--- src/rtl/countdown_pkg.sv ---
// Shared definitions for the countdown timer (and the stopwatch next to it).
// Contents:
//   MIN_W / SEC_W : widths of the minutes / seconds display fields
//   SEC_MAX       : largest legal seconds value
//   status_e      : 2-bit status code, also used directly as the FSM state
//   sat_sec()     : clamps a raw seconds value to SEC_MAX
package countdown_pkg;

   localparam int MIN_W = 8;
   localparam int SEC_W = 6;

   localparam logic [SEC_W-1:0] SEC_MAX = 6'd59;

   typedef enum logic [1:0] {
      ST_IDLE    = 2'b00,
      ST_RUNNING = 2'b01,
      ST_PAUSED  = 2'b10,
      ST_EXPIRED = 2'b11
   } status_e;

   function automatic logic [SEC_W-1:0] sat_sec(input logic [SEC_W-1:0] s);
      return (s > SEC_MAX) ? SEC_MAX : s;
   endfunction

endpackage

--- src/rtl/countdown_timer_if.sv ---
// Command / display bundle of the countdown timer.
// master : drives load/load_min/load_sec/start/stop/clear, reads display outputs
// slave  : the timer; reads commands, drives minutes/seconds/status/done
// Handshake: there is no valid/ready pair. Every command bit is a level that
// the timer samples on each rising clock edge and treats as a one-cycle
// command; outputs are registered and change only right after an edge.
interface countdown_timer_if;
   import countdown_pkg::*;

   logic             load;
   logic [MIN_W-1:0] load_min;
   logic [SEC_W-1:0] load_sec;
   logic             start;
   logic             stop;
   logic             clear;
   logic [MIN_W-1:0] minutes;
   logic [SEC_W-1:0] seconds;
   logic [1:0]       status;
   logic             done;

   modport master (
      output load, load_min, load_sec, start, stop, clear,
      input  minutes, seconds, status, done
   );

   modport slave (
      input  load, load_min, load_sec, start, stop, clear,
      output minutes, seconds, status, done
   );

endinterface

--- src/rtl/countdown_timer_prescaler.sv ---
// tick_prescaler: divides clk down to a one-second tick.
// Ports:
//   clk  : system clock
//   rst  : synchronous active-high reset, counter to 0
//   clr  : synchronous clear, counter to 0 (wins over en)
//   en   : count enable; counter holds its value while low
//   tick : one-cycle pulse in the cycle the counter sits at TICKS_PER_SEC-1
//          with en high; the counter wraps to 0 on that edge
module tick_prescaler #(
   parameter int TICKS_PER_SEC = 100000000
) (
   input  logic clk,
   input  logic rst,
   input  logic clr,
   input  logic en,
   output logic tick
);

   localparam int CW = (TICKS_PER_SEC > 2) ? $clog2(TICKS_PER_SEC) : 1;
   localparam logic [CW-1:0] LAST = CW'(TICKS_PER_SEC - 1);

   logic [CW-1:0] cnt;

   assign tick = en && (cnt == LAST);

   always_ff @(posedge clk) begin
      if (rst || clr) begin
         cnt <= '0;
      end else if (en) begin
         cnt <= tick ? '0 : cnt + 1'b1;
      end
   end

endmodule

--- src/rtl/countdown_timer.sv ---
// countdown_timer: minutes/seconds countdown with preset, pause and expiry.
// Ports:
//   clk : system clock
//   rst : synchronous active-high reset (preset, count, state, prescaler)
//   bus : countdown_timer_if.slave
//         commands  load(load_min, load_sec), start, stop, clear
//         display   minutes, seconds, status (= FSM state), done pulse
// Command priority within one cycle: clear > stop > start > load. The highest
// asserted command decides the action even when that command is then ignored
// by the current state, so e.g. stop+start from IDLE does nothing.
module countdown_timer
   import countdown_pkg::*;
#(
   parameter int TICKS_PER_SEC = 100000000
) (
   input logic              clk,
   input logic              rst,
   countdown_timer_if.slave bus
);

   status_e          state_q, state_d;
   logic [MIN_W-1:0] pre_min_q, pre_min_d;
   logic [SEC_W-1:0] pre_sec_q, pre_sec_d;
   logic [MIN_W-1:0] cnt_min_q, cnt_min_d;
   logic [SEC_W-1:0] cnt_sec_q, cnt_sec_d;
   logic             done_q, done_d;

   logic presc_clr;
   logic presc_en;
   logic tick;
   logic count_zero;

   // The prescaler runs for every cycle spent in RUNNING, including the cycle
   // in which stop is taken, so a pause keeps the partial second accumulated
   // so far and a resume finishes it.
   assign presc_en   = (state_q == ST_RUNNING);
   assign count_zero = (cnt_min_q == '0) && (cnt_sec_q == '0);

   tick_prescaler #(
      .TICKS_PER_SEC(TICKS_PER_SEC)
   ) u_prescaler (
      .clk (clk),
      .rst (rst),
      .clr (presc_clr),
      .en  (presc_en),
      .tick(tick)
   );

   always_comb begin
      state_d   = state_q;
      pre_min_d = pre_min_q;
      pre_sec_d = pre_sec_q;
      cnt_min_d = cnt_min_q;
      cnt_sec_d = cnt_sec_q;
      done_d    = 1'b0;
      presc_clr = 1'b0;

      if (bus.clear) begin
         cnt_min_d = pre_min_q;
         cnt_sec_d = pre_sec_q;
         state_d   = ST_IDLE;
         presc_clr = 1'b1;
      end else if (bus.stop) begin
         // A coincident tick is dropped: the count freezes as it is.
         if (state_q == ST_RUNNING) begin
            state_d = ST_PAUSED;
         end
      end else begin
         if (bus.start) begin
            if ((state_q == ST_IDLE || state_q == ST_PAUSED) && !count_zero) begin
               state_d   = ST_RUNNING;
               // Fresh start gets a full first second; resume keeps the phase.
               presc_clr = (state_q == ST_IDLE);
            end
         end else if (bus.load) begin
            if (state_q != ST_RUNNING) begin
               pre_min_d = bus.load_min;
               pre_sec_d = sat_sec(bus.load_sec);
               cnt_min_d = bus.load_min;
               cnt_sec_d = sat_sec(bus.load_sec);
               state_d   = ST_IDLE;
            end
         end

         // start/load never act in RUNNING, so they cannot collide with this.
         if (state_q == ST_RUNNING && tick) begin
            if (cnt_sec_q != '0) begin
               cnt_sec_d = cnt_sec_q - 1'b1;
               if (cnt_min_q == '0 && cnt_sec_q == 6'd1) begin
                  state_d = ST_EXPIRED;
                  done_d  = 1'b1;
               end
            end else if (cnt_min_q != '0) begin
               cnt_min_d = cnt_min_q - 1'b1;
               cnt_sec_d = SEC_MAX;
            end
         end
      end
   end

   always_ff @(posedge clk) begin
      if (rst) begin
         state_q   <= ST_IDLE;
         pre_min_q <= '0;
         pre_sec_q <= '0;
         cnt_min_q <= '0;
         cnt_sec_q <= '0;
         done_q    <= 1'b0;
      end else begin
         state_q   <= state_d;
         pre_min_q <= pre_min_d;
         pre_sec_q <= pre_sec_d;
         cnt_min_q <= cnt_min_d;
         cnt_sec_q <= cnt_sec_d;
         done_q    <= done_d;
      end
   end

   assign bus.minutes = cnt_min_q;
   assign bus.seconds = cnt_sec_q;
   assign bus.status  = state_q;
   assign bus.done    = done_q;

endmodule
--- src/flat_wrapper.sv ---
// flat-port wrapper written by rule: the top's interface ports become plain ports
module countdown_timer_flat import countdown_pkg::*;
#(
   parameter int TICKS_PER_SEC = 100000000
)
  (clk, rst, bus_load, bus_load_min, bus_load_sec, bus_start, bus_stop, bus_clear, bus_minutes, bus_seconds, bus_status, bus_done);
  countdown_timer_if bus_i ();
  input logic clk;
  input logic rst;
  input wire logic [$bits(bus_i.load)-1:0] bus_load;
  input wire logic [$bits(bus_i.load_min)-1:0] bus_load_min;
  input wire logic [$bits(bus_i.load_sec)-1:0] bus_load_sec;
  input wire logic [$bits(bus_i.start)-1:0] bus_start;
  input wire logic [$bits(bus_i.stop)-1:0] bus_stop;
  input wire logic [$bits(bus_i.clear)-1:0] bus_clear;
  output wire logic [$bits(bus_i.minutes)-1:0] bus_minutes;
  output wire logic [$bits(bus_i.seconds)-1:0] bus_seconds;
  output wire logic [$bits(bus_i.status)-1:0] bus_status;
  output wire logic [$bits(bus_i.done)-1:0] bus_done;
  assign bus_i.load = bus_load;
  assign bus_i.load_min = bus_load_min;
  assign bus_i.load_sec = bus_load_sec;
  assign bus_i.start = bus_start;
  assign bus_i.stop = bus_stop;
  assign bus_i.clear = bus_clear;
  assign bus_minutes = bus_i.minutes;
  assign bus_seconds = bus_i.seconds;
  assign bus_status = bus_i.status;
  assign bus_done = bus_i.done;
  countdown_timer #(.TICKS_PER_SEC(TICKS_PER_SEC)) u_core (.clk(clk), .rst(rst), .bus(bus_i));
endmodule
--- config.mk ---
export PLATFORM = sky130hd
export DESIGN_NAME = countdown_timer_flat
export DESIGN_NICKNAME = d
export VERILOG_FILES = /design/src/rtl/countdown_pkg.sv /design/src/rtl/countdown_timer_if.sv /design/src/rtl/countdown_timer_prescaler.sv /design/src/rtl/countdown_timer.sv /design/src/flat_wrapper.sv
export SDC_FILE = /design/constraint.sdc
export NUM_CORES = 1
export LEC_CHECK = 0
export ABC_CLOCK_PERIOD_IN_PS = 1900
export BUFFER_PORTS_ARGS = -buffer_cell sky130_fd_sc_hd__buf_2
export CAP_MARGIN = 0
export CELL_PAD_IN_SITES_DETAIL_PLACEMENT = 0
export CELL_PAD_IN_SITES_GLOBAL_PLACEMENT = 1
export CORE_MARGIN = 5
export CORE_UTILIZATION = 40
export CTS_CLUSTER_DIAMETER = 40
export DETAILED_ROUTE_END_ITERATION = 8
export GPL_ROUTABILITY_DRIVEN = 0
export GPL_TIMING_DRIVEN = 0
export PLACE_DENSITY_LB_ADDON = 0.1
export SETUP_SLACK_MARGIN = 0.4
export SLEW_MARGIN = 25
export SYNTH_ARGS = -nofsm -noshare
export SYNTH_HDL_FRONTEND = slang
export SYNTH_SLANG_ARGS = --single-unit
--- constraint.sdc ---
create_clock -name clk -period 1.9 [get_ports clk]
set_input_delay 0.285 -clock clk [delete_from_list [all_inputs] [get_ports clk]]
set_output_delay 0.285 -clock clk [all_outputs]
set_load 0.02 [all_outputs]
### After elaboration in Yosys (flattened, before gate mapping)

Cells that the tools add are included.

| cells by class | value |
|---|---|
| shift operators | 0 |
| order comparisons | 1 |
| equal/unequal tests | 7 |
| reduce and logical (&&, ||, !) cells | 16 |
| $mul | 0 |
| multiplexer cells | 32 |
| div/mod/pow operators | 0 |
| $add $sub $neg | 3 |
| bitwise gates (word level) | 5 |

Operators by type and width:

| cell | count |
|---|---|
| 2-to-1 mux 8 bit | 8 |
| 2-to-1 mux 6 bit | 9 |
| adder 27 x 1 -> 27 bit, second input constant | 1 |
| == test 27 bit, second input constant | 1 |
| 2-to-1 mux 27 bit | 1 |
| 2-to-1 mux 2 bit | 9 |
| logical NOT 8 bit | 1 |
| nonzero test 8 bit | 1 |
| subtractor 8 x 1 -> 8 bit, second input constant | 1 |
| == test 6 x 1 -> 1 bit, second input constant | 1 |
| > comparator 6 bit, second input constant | 1 |
| logical NOT 6 bit | 1 |
| inequality test 2 x 1 -> 1 bit, second input constant | 3 |
| nonzero test 6 bit | 1 |
| subtractor 6 x 1 -> 6 bit, second input constant | 1 |
| logical AND 1 bit | 5 |
| 2-to-1 mux 1 bit | 5 |
| NOT 1 bit | 5 |
| AND reduction 5 bit | 1 |
| OR reduction 5 bit | 1 |
| == test 2 x 1 -> 1 bit, second input constant | 1 |
| == test 2 bit, second input constant | 1 |
| logical NOT 2 bit | 1 |
| logical OR 1 bit | 2 |
| other kinds (2) | 2 |

| word-level totals | value |
|---|---|
| memories | 0 |
| memory bits (writable) | 0 |
| latch bits | 0 |
| word-level logic and storage cells | 71 |
| bits in read-only memories | 0 |
| flip-flop bits (word level) | 58 |
| bits of input ports | 20 |

### Depth between registers and ports, before layout

Gate-level depths: netlist of the first run.

| logic depth | value |
|---|---|
| depth after elaboration | 10 |
| depth in mapped cells | 9 |
| depth with buffers taken out | 7 |

### Hierarchy

Synthesis of the first run repeated with hierarchy kept, for this count alone.

| unflattened totals | value |
|---|---|
| cells, all modules | 405 |
| area total of the unflattened synthesis | 3274.4 um2 |

By module, submodules not included:

| module | sequential area each (um2) | area each (um2) | times used | cells an instance |
|---|---|---|---|---|
| countdown_timer | 620.6 | 1924.3 | 1 | 250 |
| tick_prescaler | 540.5 | 1350.0 | 1 | 155 |

### Least setup slack after synthesis of the first run

Ideal clock, no wire load.

| path | value |
|---|---|
| kind | flip-flop to flip-flop |
| start | register u_core.cnt_min_q[0], in the netlist u_core.bus.minutes[0] |
| end | register u_core.u_prescaler.cnt[9] |
| data arrival time | 2.069 ns |
| path slack | -0.233 ns |
| period minus slack after synthesis | 2.133 ns |
| data required time | 1.836 ns |
| cell stages (with the launch flop) | 10 |
| setup time | 0.064 ns |
| cell sequence | dfxtp_1 -> inv_1 -> ha_1 -> nor3b_1 -> nand4_2 -> a311o_1 -> nand2b_1 -> buf_6 -> buf_12 -> nor2_4 |

| between the ends | value |
|---|---|
| word-level cells in the longest chain between the ends | 9 |

RTL lines:

| element | RTL line | RTL |
|---|---|---|
| from (decl) | countdown_timer.sv:24 | `logic [MIN_W-1:0] cnt_min_q, cnt_min_d;` |
| from (signal assigned) | countdown_timer.sv:113 | `cnt_min_q <= cnt_min_d;` |
| logical NOT 8 bit | countdown_timer.sv:37 | `assign count_zero = (cnt_min_q == '0) && (cnt_sec_q == '0);` |
| logical AND 1 bit | countdown_timer.sv:37 |  |
| logical NOT 1 bit | countdown_timer.sv:70 | `if ((state_q == ST_IDLE \|\| state_q == ST_PAUSED) && !count_zero) begin` |
| logical AND 1 bit | countdown_timer.sv:70 |  |
| 2-to-1 mux 1 bit | countdown_timer.sv:70 |  |
| 2-to-1 mux 1 bit | countdown_timer.sv:69 | `if (bus.start) begin` |
| 2-to-1 mux 1 bit | countdown_timer.sv:63 | `end else if (bus.stop) begin` |
| 2-to-1 mux 1 bit | countdown_timer.sv:58 | `if (bus.clear) begin` |
| logical OR 1 bit | countdown_timer_prescaler.sv:27 | `if (rst \|\| clr) begin` |
| to (signal assigned) | countdown_timer_prescaler.sv:30 | `cnt <= tick ? '0 : cnt + 1'b1;` |
| to (decl) | countdown_timer_prescaler.sv:22 | `logic [CW-1:0] cnt;` |

No other way between the ends.
A chain may end at the register's enable or synchronous reset.

### Final worst setup path of the first run

| path | value |
|---|---|
| start | register u_core.cnt_min_q[4], in the netlist u_core.bus.minutes[4] |
| end | register u_core.u_prescaler.cnt[17] |

Same word-level chain as after synthesis.

==> results of run 1 <==
## repair_timing
action                                  in CTS  in global routing
resized for setup                           49                 48
gates cloned                                 3                  3
endpoints found under the setup margin      58                 57
setup buffers                               20                 19
pin swaps                                   22                 11
## cells in the mapped netlist, drive strengths merged (2+ instances only)
| cell type | instances |
|---|---|
| nand2 | 67 |
| dfxtp | 58 |
| nor2 | 51 |
| a21oi | 34 |
| xor2 | 23 |
| nand3 | 16 |
| nand4 | 16 |
| clkbuf | 12 |
| nor3 | 12 |
| and3 | 11 |
| o21ai | 11 |
| inv | 10 |
| buf | 9 |
| xnor2 | 9 |
| nor4 | 8 |
| and4 | 6 |
| ha | 5 |
| nand2b | 5 |
| or3 | 5 |
| nor2b | 4 |
| a221oi | 3 |
| a311oi | 3 |
| nor3b | 3 |
| o32ai | 3 |
| a211oi | 2 |
| a41o | 2 |
| mux2 | 2 |
| mux2i | 2 |
| o211ai | 2 |
| o22ai | 2 |
| o311a | 2 |
| o31a | 2 |
## registers in the layout, indices dropped and copies added, names as in the netlist
register and count:
u_core.u_prescaler.cnt 27, u_core.bus.minutes 8, u_core.pre_min_q 8, u_core.bus.seconds 6, u_core.pre_sec_q 6, u_core.bus.status 2, u_core.bus.done 1
## kinds of logic (layout without fill, tap and decap cells)
family	count (synthesis)	in the layout	synth area share
flip-flops	58	58	0.340
AO/OA/AOI/OAI	72	72	0.134
adder cells (fa/ha/maj)	5	5	0.0183
AND/OR/NAND/NOR	210	210	0.366
buffers and inverters	32	126	0.0483
multiplexers	4	4	0.0124
XOR/XNOR	32	32	0.0820
## per-layer routing
layer | share of wire | wire length, µm | track usage
met5 | 0 | 0 | 0
met4 | 0.015 | 150 | 0.0515
met3 | 0.051 | 526 | 0.0355
met2 | 0.44 | 4550 | 0.296
met1 | 0.49 | 5020 | 0.287
## cell type report
cell class | count | area, µm²
timing repair buffer | 79 | 593
clock inverter | 2 | 10.0
tap | 105 | 131
multi-input combinational | 323 | 2430
sequential | 58 | 1220
inverter | 11 | 46.3
clock buffer | 13 | 170
buffer | 21 | 174
fill | 779 | 3480
## report_power, final
part	total [W]	internal (W)	switching, W
Clock	0.00108	0.000578	0.000506
Sequential	0.00124	0.00122	0.0000217
Combinational	0.000440	0.000201	0.000239
Total	0.00276	0.00200	0.000767
## how the worst max path moves through the flow
stage / start / end / cells after the start
floorplan: u_core.bus.minutes[1] / u_core.u_prescaler.cnt[9] / 9
global placement: bus_start / u_core.bus.seconds[3] / 7
detailed placement: bus_start / u_core.bus.seconds[3] / 7
CTS: u_core.bus.minutes[4] / u_core.u_prescaler.cnt[13] / 7
global route: u_core.u_prescaler.cnt[19] / u_core.bus.minutes[0] / 6
finish: u_core.bus.minutes[4] / u_core.u_prescaler.cnt[17] / 7
## metrics by stage
step	TNS [ns]	instances	hold slack [ns]	cell area, µm²	power [W]
2_1_floorplan	0	413	0.421	3590	0.00150
3_3_place_gp	-7.62	552	0.445	3890	0.00159
3_5_place_dp	-7.68	552	0.451	3890	0.00159
4_1_cts	0	590	0.179	4430	0.00273
5_1_grt	-0.000933	612	0.188	4780	0.00287
6_report	0	612	0.192	4780	0.00276
## tightest hold or removal path, cell delays in order
cell and delay (ns):
buf_2 0.11, nand2_1 0.05, a21oi_1 0.05
==> run_results.csv, run 1 <==
group,metric,value,unit
yosys,synth.area.top_cells,"dfxtp_1, nand2_1, nor2_4",
yosys,synth_top_area_frac,0.340,
timing,rsz0062_at_grt,"yes",
finish,drive_above_1_share,0.410,
cts,cts-root-buf,"clkbuf_8",
yosys,synth_edf_count,0,
timing,finalHoldViolCount,0,
cts,ctsHtreeMaxLevel,3,
yosys,syn-num-nets,438,
timing,tightest_slew,0.707,ns
cts,tritoncts,"done",
finish,area_growth,39.8,%
routing,drc,0,
power,leakagePower,1.83,nW
routing,wl,10200,µm
die,core_area,8260,µm²
critical_path,cp_cell_sequence,"nor4_4 > nand4_2 > a311o_1 > nand2b_4 > buf_12 > clkbuf_16 > nor2_4",
placement,hpwlAfterDp,6630,µm
critical_path,path_class,"flop to flop",
yosys,synth_cell_types,53,
cts,clkTransAtPathRegs,0.07,ns
global_routing,grt_first_pass_wirelength,16000,µm
hold_path,hp-start,"bus_load_min[3]",
cts,clock_latency,0.34,ns
hold_path,worstHoldPathCells,3,
routing,dr.pass1.iters,5,
global_routing,grt_pass1_vias,3016,
critical_path,crit_family,"simple AND/OR/NAND/NOR gates",
finish,nNetsFinal,528,
hold_path,hold_class,"input port to flop",
yosys,synth_area,3420,µm²
routing,drtIter0Drc,138,
yosys,netlist_instances,413,
finish,antenna_cells,0,
critical_path,r2r_slack,0.08,ns
routing,ant_nets,0,
routing,detail_route.wl_per_cell,16.7,µm
die,rows,33,
cts,clk_path_buf_depth,2,
finish,final_common_cell,"nand2_1",
job,cap_violations,0,
timing,layout_min_cycle_time,1.82,ns
critical_path,critical_path.startpoint_type,"flop",
critical_path,cp.required,2.18,ns
yosys,synth_ff_type,"dfxtp_1",
timing,setup_ws,0.0778,ns
routing,dr_total_vias,3356,
critical_path,critPathCaptureType,"flop",
global_routing,gr-total-overflow,0,
critical_path,reg2reg_depth,7,
timing,max_clock_freq,549,MHz
yosys,yosys_warnings,0,
global_routing,grt_max_degree,11,
global_routing,antenna_found_initial,0,
finish,layout_common_cells,"nand2_1, buf_4, buf_2",
hold_path,hold_end,"u_core.pre_min_q[3]",
timing,finClkSkew,0.0119,ns
yosys,synth-async-reset-ratio,0,
placement,pre_cts_ws,-0.394,ns
critical_path,cp_num_buf_inv,2,
timing,fin_crit_sh,0.959,
yosys,ys_seq_area_frac,0.340,
critical_path,slowest_delay,0.38,ns
timing,maxSlewViolCount,0,
cts,cts_buffers,9,
yosys,syn_avg_cell_area,8.28,µm²
timing,slew_headroom,0.529,
timing,finalSetupViolCount,0,
cts,cts_sinks,58,
critical_path,cpMaxStageDelayCell,"nor4_4",
die,die_h,102,µm
global_routing,grt_usage,0.196,
routing,drt-vias-per-instance,5.48,
yosys,ys_ff_latch,58,
yosys,yosys.area.top_type,"dfxtp_1",
placement,port_buffers,34,
die,start_util,0.414,
power,powerDensity,579,nW/µm²
die,fp.dieW,102,µm
finish,fin_util,0.578,
status,status,"finished, final reports clean",
cts,ctsHoldBuffers,0,
critical_path,timing.rr.end,"u_core.u_prescaler.cnt[17]",
die,die-area,10500,µm²
critical_path,cp_max_fo,6,
critical_path,worstReg2RegStart,"u_core.bus.minutes[4]",
die,ios,37,
power,ir_drop,0.000273,V
critical_path,cp.arrival,2.10,ns
Power figures use the tool's default switching activity.
==> run 2, diff against run 1 <==
Settings changed: ABC_CLOCK_PERIOD_IN_PS 1900 to 2100, CORE_UTILIZATION 40 to 47.
Clock period 1.9 ns to 2.1 ns, I/O delays scaled along.
==> run 2 against run 1 <==
Compared with the run above: sequential share of layout area up 0.83 points; largest cell class unchanged; sequential power shrank 9.7%; global-route usage grew 2.9 points; combinational power down 15%; cell count down 2.5%; clock-buffer cell count is 2 lower.
==> run_results.csv, run 2 (same netlist as run 1, synthesis figures left out) <==
group,metric,value,unit
status,status,"finished, final reports clean",
finish,postLayoutCellArea,4590,µm²
timing,fin_crit_sh,0.862,
placement,port_buffers,34,
power,leakagePower,1.74,nW
finish,fin_util,0.640,
finish,area_growth,34.4,%
placement,pre_cts_ws,-0.310,ns
placement,hpwlAfterDp,6340,µm
global_routing,grt_max_degree,11,
critical_path,critPathCaptureType,"flop",
critical_path,cp.arrival,2.06,ns
die,die-area,9080,µm²
finish,largest_register,"u_core.u_prescaler.cnt",
hold_path,hold_class,"input port to flop",
routing,ant_nets,0,
timing,finalSetupViolCount,0,
power,ir_drop,0.000279,V
cts,cts_buffers,9,
hold_path,hp-start,"bus_load_min[4]",
die,fp.dieW,95.3,µm
critical_path,cp_num_buf_inv,1,
critical_path,cp-endpoint,"u_core.bus.minutes[5]",
global_routing,gr-total-overflow,0,
finish,nFillCells,622,
die,core_area,7180,µm²
critical_path,cpMaxStageDelayCell,"dfxtp_4",
critical_path,worstReg2RegStart,"u_core.u_prescaler.cnt[17]",
routing,drt-vias-per-instance,5.54,
critical_path,slowest_delay,0.37,ns
critical_path,startpoint,"u_core.u_prescaler.cnt[17]",
timing,layout_min_cycle_time,1.81,ns
critical_path,path_class,"flop to flop",
finish,largest_reg_flops,27,
global_routing,antenna_found_initial,0,
finish,nNetsFinal,518,
finish,antenna_cells,0,
timing,slew_headroom,0.468,
power,powerDensity,528,nW/µm²
critical_path,critical_path.startpoint_type,"flop",
global_routing,grt_usage,0.225,
global_routing,grt_use_met3,0.0347,
global_routing,grt.busiest_layer,"met2",
routing,wl,9740,µm
cts,clock_latency,0.35,ns
cts,tritoncts,"done",
cts,ctsHoldBuffers,0,
routing,drtIter0Drc,123,
finish,layout_common_cells,"nand2_1, buf_2, dfxtp_1",
placement,place_area,3830,µm²
global_routing,globalRouteMet1Util,0.315,
critical_path,timing.rr.end,"u_core.bus.minutes[5]",
timing,setup_ws,0.290,ns
routing,drc,0,
job,cap_violations,0,
timing,tightest_slew,0.794,ns
routing,dr_total_vias,3308,
timing,maxSlewViolCount,0,
die,rows,31,
global_routing,grt_first_pass_wirelength,15600,µm
timing,finalHoldViolCount,0,
cts,cts-root-buf,"clkbuf_8",
critical_path,cp.required,2.35,ns
timing,finClkSkew,0.00640,ns
die,die_h,95.3,µm
finish,drive_above_1_share,0.388,
critical_path,cp_cell_sequence,"nor4bb_4 > and4_4 > nand4b_4 > buf_6 > and3_4 > o32ai_2",
cts,ctsHtreeMaxLevel,3,
routing,dr.pass1.iters,4,
cts,clkTransAtPathRegs,0.07,ns
routing,detail_route.wl_per_cell,16.3,µm
critical_path,crit_family,"simple AND/OR/NAND/NOR gates",
critical_path,reg2reg_depth,6,
critical_path,cp_max_fo,5,
critical_path,cp_num_cells,6,
cts,cts_sinks,58,
finish,final_common_cell,"nand2_1",
global_routing,use_met2,0.344,
die,start_util,0.476,
critical_path,r2r_slack,0.29,ns
timing,max_clock_freq,552,MHz
die,ios,37,
timing,timing.hold.ws,0.218,ns
timing,rsz0062_at_grt,"yes",
cts,clk_path_buf_depth,2,
global_routing,grt_pass1_vias,3039,
[run 2: cell count changes in the layout (fill, tap and decap cells not counted), moves of 2 or more]
cell / delta
a21oi_2: -4
clkbuf_16: -3
dfxtp_1: +3
a21oi_1: +4
and3_4: +2
nor2_1: +2
buf_6: -2
and3_1: -2
buf_4: -6
nor2_4: -2
buf_8: -2
dfxtp_4: -2
[run 2: where the power goes]
group          leakage [nW]  switching [W]  internal [W]
Sequential            0.482      0.0000191       0.00110
Combinational          1.17       0.000204      0.000171
Clock                0.0894       0.000472      0.000454
Total                  1.74       0.000695       0.00173
[run 2: how the worst min path moves through the flow]
stage | end | slack [ns] | cells after the start
floorplan | u_core.pre_min_q[2] | 0.44 | 2
global placement | u_core.pre_min_q[2] | 0.44 | 2
detailed placement | u_core.pre_min_q[3] | 0.45 | 2
CTS | u_core.pre_min_q[6] | 0.21 | 3
global route | u_core.pre_min_q[6] | 0.21 | 3
finish | u_core.pre_min_q[4] | 0.22 | 3
[run 2: worst min-delay path, cell delays in order]
cell and delay [ns]:
buf_2 0.10, nand2_1 0.05, a21oi_1 0.05
[run 2: cell type report]
| class | count | area, µm² | area share |
|---|---|---|---|
| Clock buffer | 11 | 141 | 0.0308 |
| Sequential cell | 58 | 1210 | 0.264 |
| Multi-Input combinational cell | 323 | 2390 | 0.519 |
| Timing Repair Buffer | 69 | 488 | 0.106 |
| Tap cell | 99 | 124 | 0.0270 |
| Clock inverter | 5 | 28.8 | 0.00626 |
| Inverter | 11 | 46.3 | 0.0101 |
| Buffer | 21 | 166 | 0.0362 |
[run 2: routing by layer]
layer	part of all wire	routed length, µm
met1	0.47	4570
met2	0.46	4440
met3	0.057	553
met4	0.018	179
met5	0	0
[run 2: metrics by stage]
step	TNS [ns]	cells	power (W)
final	0	597	0.00243
after global routing	0	597	0.00253
after CTS	0	586	0.00241
after detailed placement	-3.24	546	0.00144
after global placement	-3.46	546	0.00144
after floorplan	0	413	0.00136
[run 2: what timing repair did]
item	in CTS	in global routing
buffers inserted	21	11
gates resized for setup	57	34
pin swaps	19	14
endpoints found under the hold margin	0	0
gates cloned	3	0
endpoints found under the setup margin	56	52
==> run 3, diff against run 2 <==
Settings changed: CORE_UTILIZATION 47 to 48.
==> run 3 against run 2 <==
Compared with the run above: die area shrank 1.9%; worst hold slack worse by 0.0030 ns; maximum frequency decreased by 1.6%; sequential power barely moved; highest routed layer unchanged; clock-buffer cell count rose by 1.
==> run_results.csv, run 3 (same netlist as run 1, synthesis figures left out) <==
group,metric,value,unit
global_routing,grt_pass1_vias,3084,
timing,layout_min_cycle_time,1.84,ns
critical_path,path_class,"flop to flop",
finish,fin_util,0.664,
finish,largest_reg_flops,27,
die,die-area,8910,µm²
die,rows,30,
timing,max_clock_freq,544,MHz
finish,largest_register,"u_core.u_prescaler.cnt",
finish,seq_area,1220,µm²
finish,drive_above_1_share,0.380,
global_routing,grt_max_degree,11,
placement,hpwlAfterDp,6350,µm
routing,dr.pass1.iters,5,
power,powerDensity,533,nW/µm²
timing,timing.hold.ws,0.215,ns
routing,detail_route.wl_per_cell,16.5,µm
cts,ctsHtreeMaxLevel,3,
global_routing,grt_first_pass_wirelength,15500,µm
critical_path,critical_path.startpoint_type,"flop",
cts,clock_latency,0.34,ns
critical_path,cp_max_fo,6,
timing,slew_headroom,0.571,
critical_path,critPathCaptureType,"flop",
job,cap_violations,0,
status,status,"finished, final reports clean",
global_routing,antenna_found_initial,0,
routing,drc,0,
cts,cts-root-buf,"clkbuf_8",
placement,pre_cts_ws,-0.400,ns
finish,layout_common_cells,"nand2_1, buf_2, dfxtp_1",
die,start_util,0.498,
routing,drt-vias-per-instance,5.62,
routing,ant_nets,0,
timing,finalHoldViolCount,0,
finish,area_growth,33.3,%
global_routing,grt_usage,0.222,
critical_path,cp.required,2.38,ns
cts,ctsHoldBuffers,0,
cts,clkTransAtPathRegs,0.07,ns
finish,multi_input_area,2360,µm²
finish,final_common_cell,"nand2_1",
timing,setup_ws,0.261,ns
timing,rsz0062_at_grt,"yes",
cts,tritoncts,"done",
power,ir_drop,0.000321,V
routing,drtIter0Drc,259,
global_routing,gr-total-overflow,0,
timing,tightest_slew,0.641,ns
finish,antenna_cells,0,
finish,nNetsFinal,518,
placement,dp_cells,543,
routing,wl,9790,µm
hold_path,hold_class,"input port to flop",
die,fp.dieW,94.4,µm
finish,layout.cells.non_filler,593,
finish,nFillCells,587,
cts,clk_path_buf_depth,2,
timing,finClkSkew,0.00844,ns
die,die_h,94.4,µm
die,core_area,6870,µm²
cts,cts_sinks,58,
die,ios,37,
power,leakagePower,1.73,nW
timing,finalSetupViolCount,0,
timing,finalSetupTns,0,ns
critical_path,cp.arrival,2.12,ns
placement,port_buffers,34,
timing,maxSlewViolCount,0,
cts,cts_buffers,9,
timing,fin_crit_sh,0.876,
routing,dr_total_vias,3332,
run 3: cell types whose count changed in the layout (fill, tap and decap cells not counted), moves of 2 or more:
| cell | change |
|---|---|
| a21oi_2 | +2 |
| a221oi_2 | -3 |
| buf_2 | +2 |
| buf_4 | -2 |
| a21oi_1 | -2 |
| a221oi_1 | +3 |
| dfxtp_1 | -2 |
| nand2b_2 | +2 |
| and3_1 | +2 |
| and3_4 | -2 |
run 3: stage by stage:
| stage | total power (W) | cell area, µm² |
|---|---|---|
| final | 0.00243 | 4560 |
| after floorplan | 0.00136 | 3540 |
| after global routing | 0.00254 | 4560 |
| after global placement | 0.00143 | 3830 |
| after CTS | 0.00241 | 4360 |
| after detailed placement | 0.00144 | 3830 |
run 3: final cells by class:
cell class	instances	area share
Clock buffer	12	0.0340
Sequential cell	58	0.267
Multi-Input combinational cell	323	0.518
Clock inverter	3	0.00329
Inverter	11	0.0102
Timing Repair Buffer	69	0.105
Buffer	21	0.0360
Tap cell	96	0.0264
run 3: what timing repair did:
action / in CTS / in global routing
endpoints found under the setup margin: 56 / 56
gates cloned: 2 / 2
gates resized for setup: 45 / 41
pin swaps: 13 / 12
buffers inserted: 21 / 10
run 3: final timing paths:
path	depth (start not counted)	slack, ns	endpoint	startpoint
worst max-delay path	7	0.26	u_core.u_prescaler.cnt[24]	u_core.bus.seconds[2]
worst min register to register	2	0.46	u_core.pre_min_q[2]	u_core.pre_min_q[2]
worst max register to register	7	0.26	u_core.u_prescaler.cnt[24]	u_core.bus.seconds[2]
worst min-delay path	3	0.22	u_core.pre_min_q[3]	bus_load_min[3]
run 3: power breakdown:
group          internal [W]  switching, W
Combinational      0.000174      0.000205
Clock              0.000480      0.000448
Sequential          0.00110     0.0000194
Total               0.00176      0.000673
run 3: layer usage:
metal  wire, µm  GRT usage
met5          0          0
met4        100     0.0554
met3        535     0.0486
met2       4460      0.339
met1       4700      0.319
run 3: critical path: stages, from the launching register on:
cell and delay (ns):
dfxtp_4 0.37, nor4_4 0.38, nand4_2 0.17, a311o_1 0.33, nand2b_4 0.16, buf_12 0.15
buf_16 0.15, nor2_4 0.07
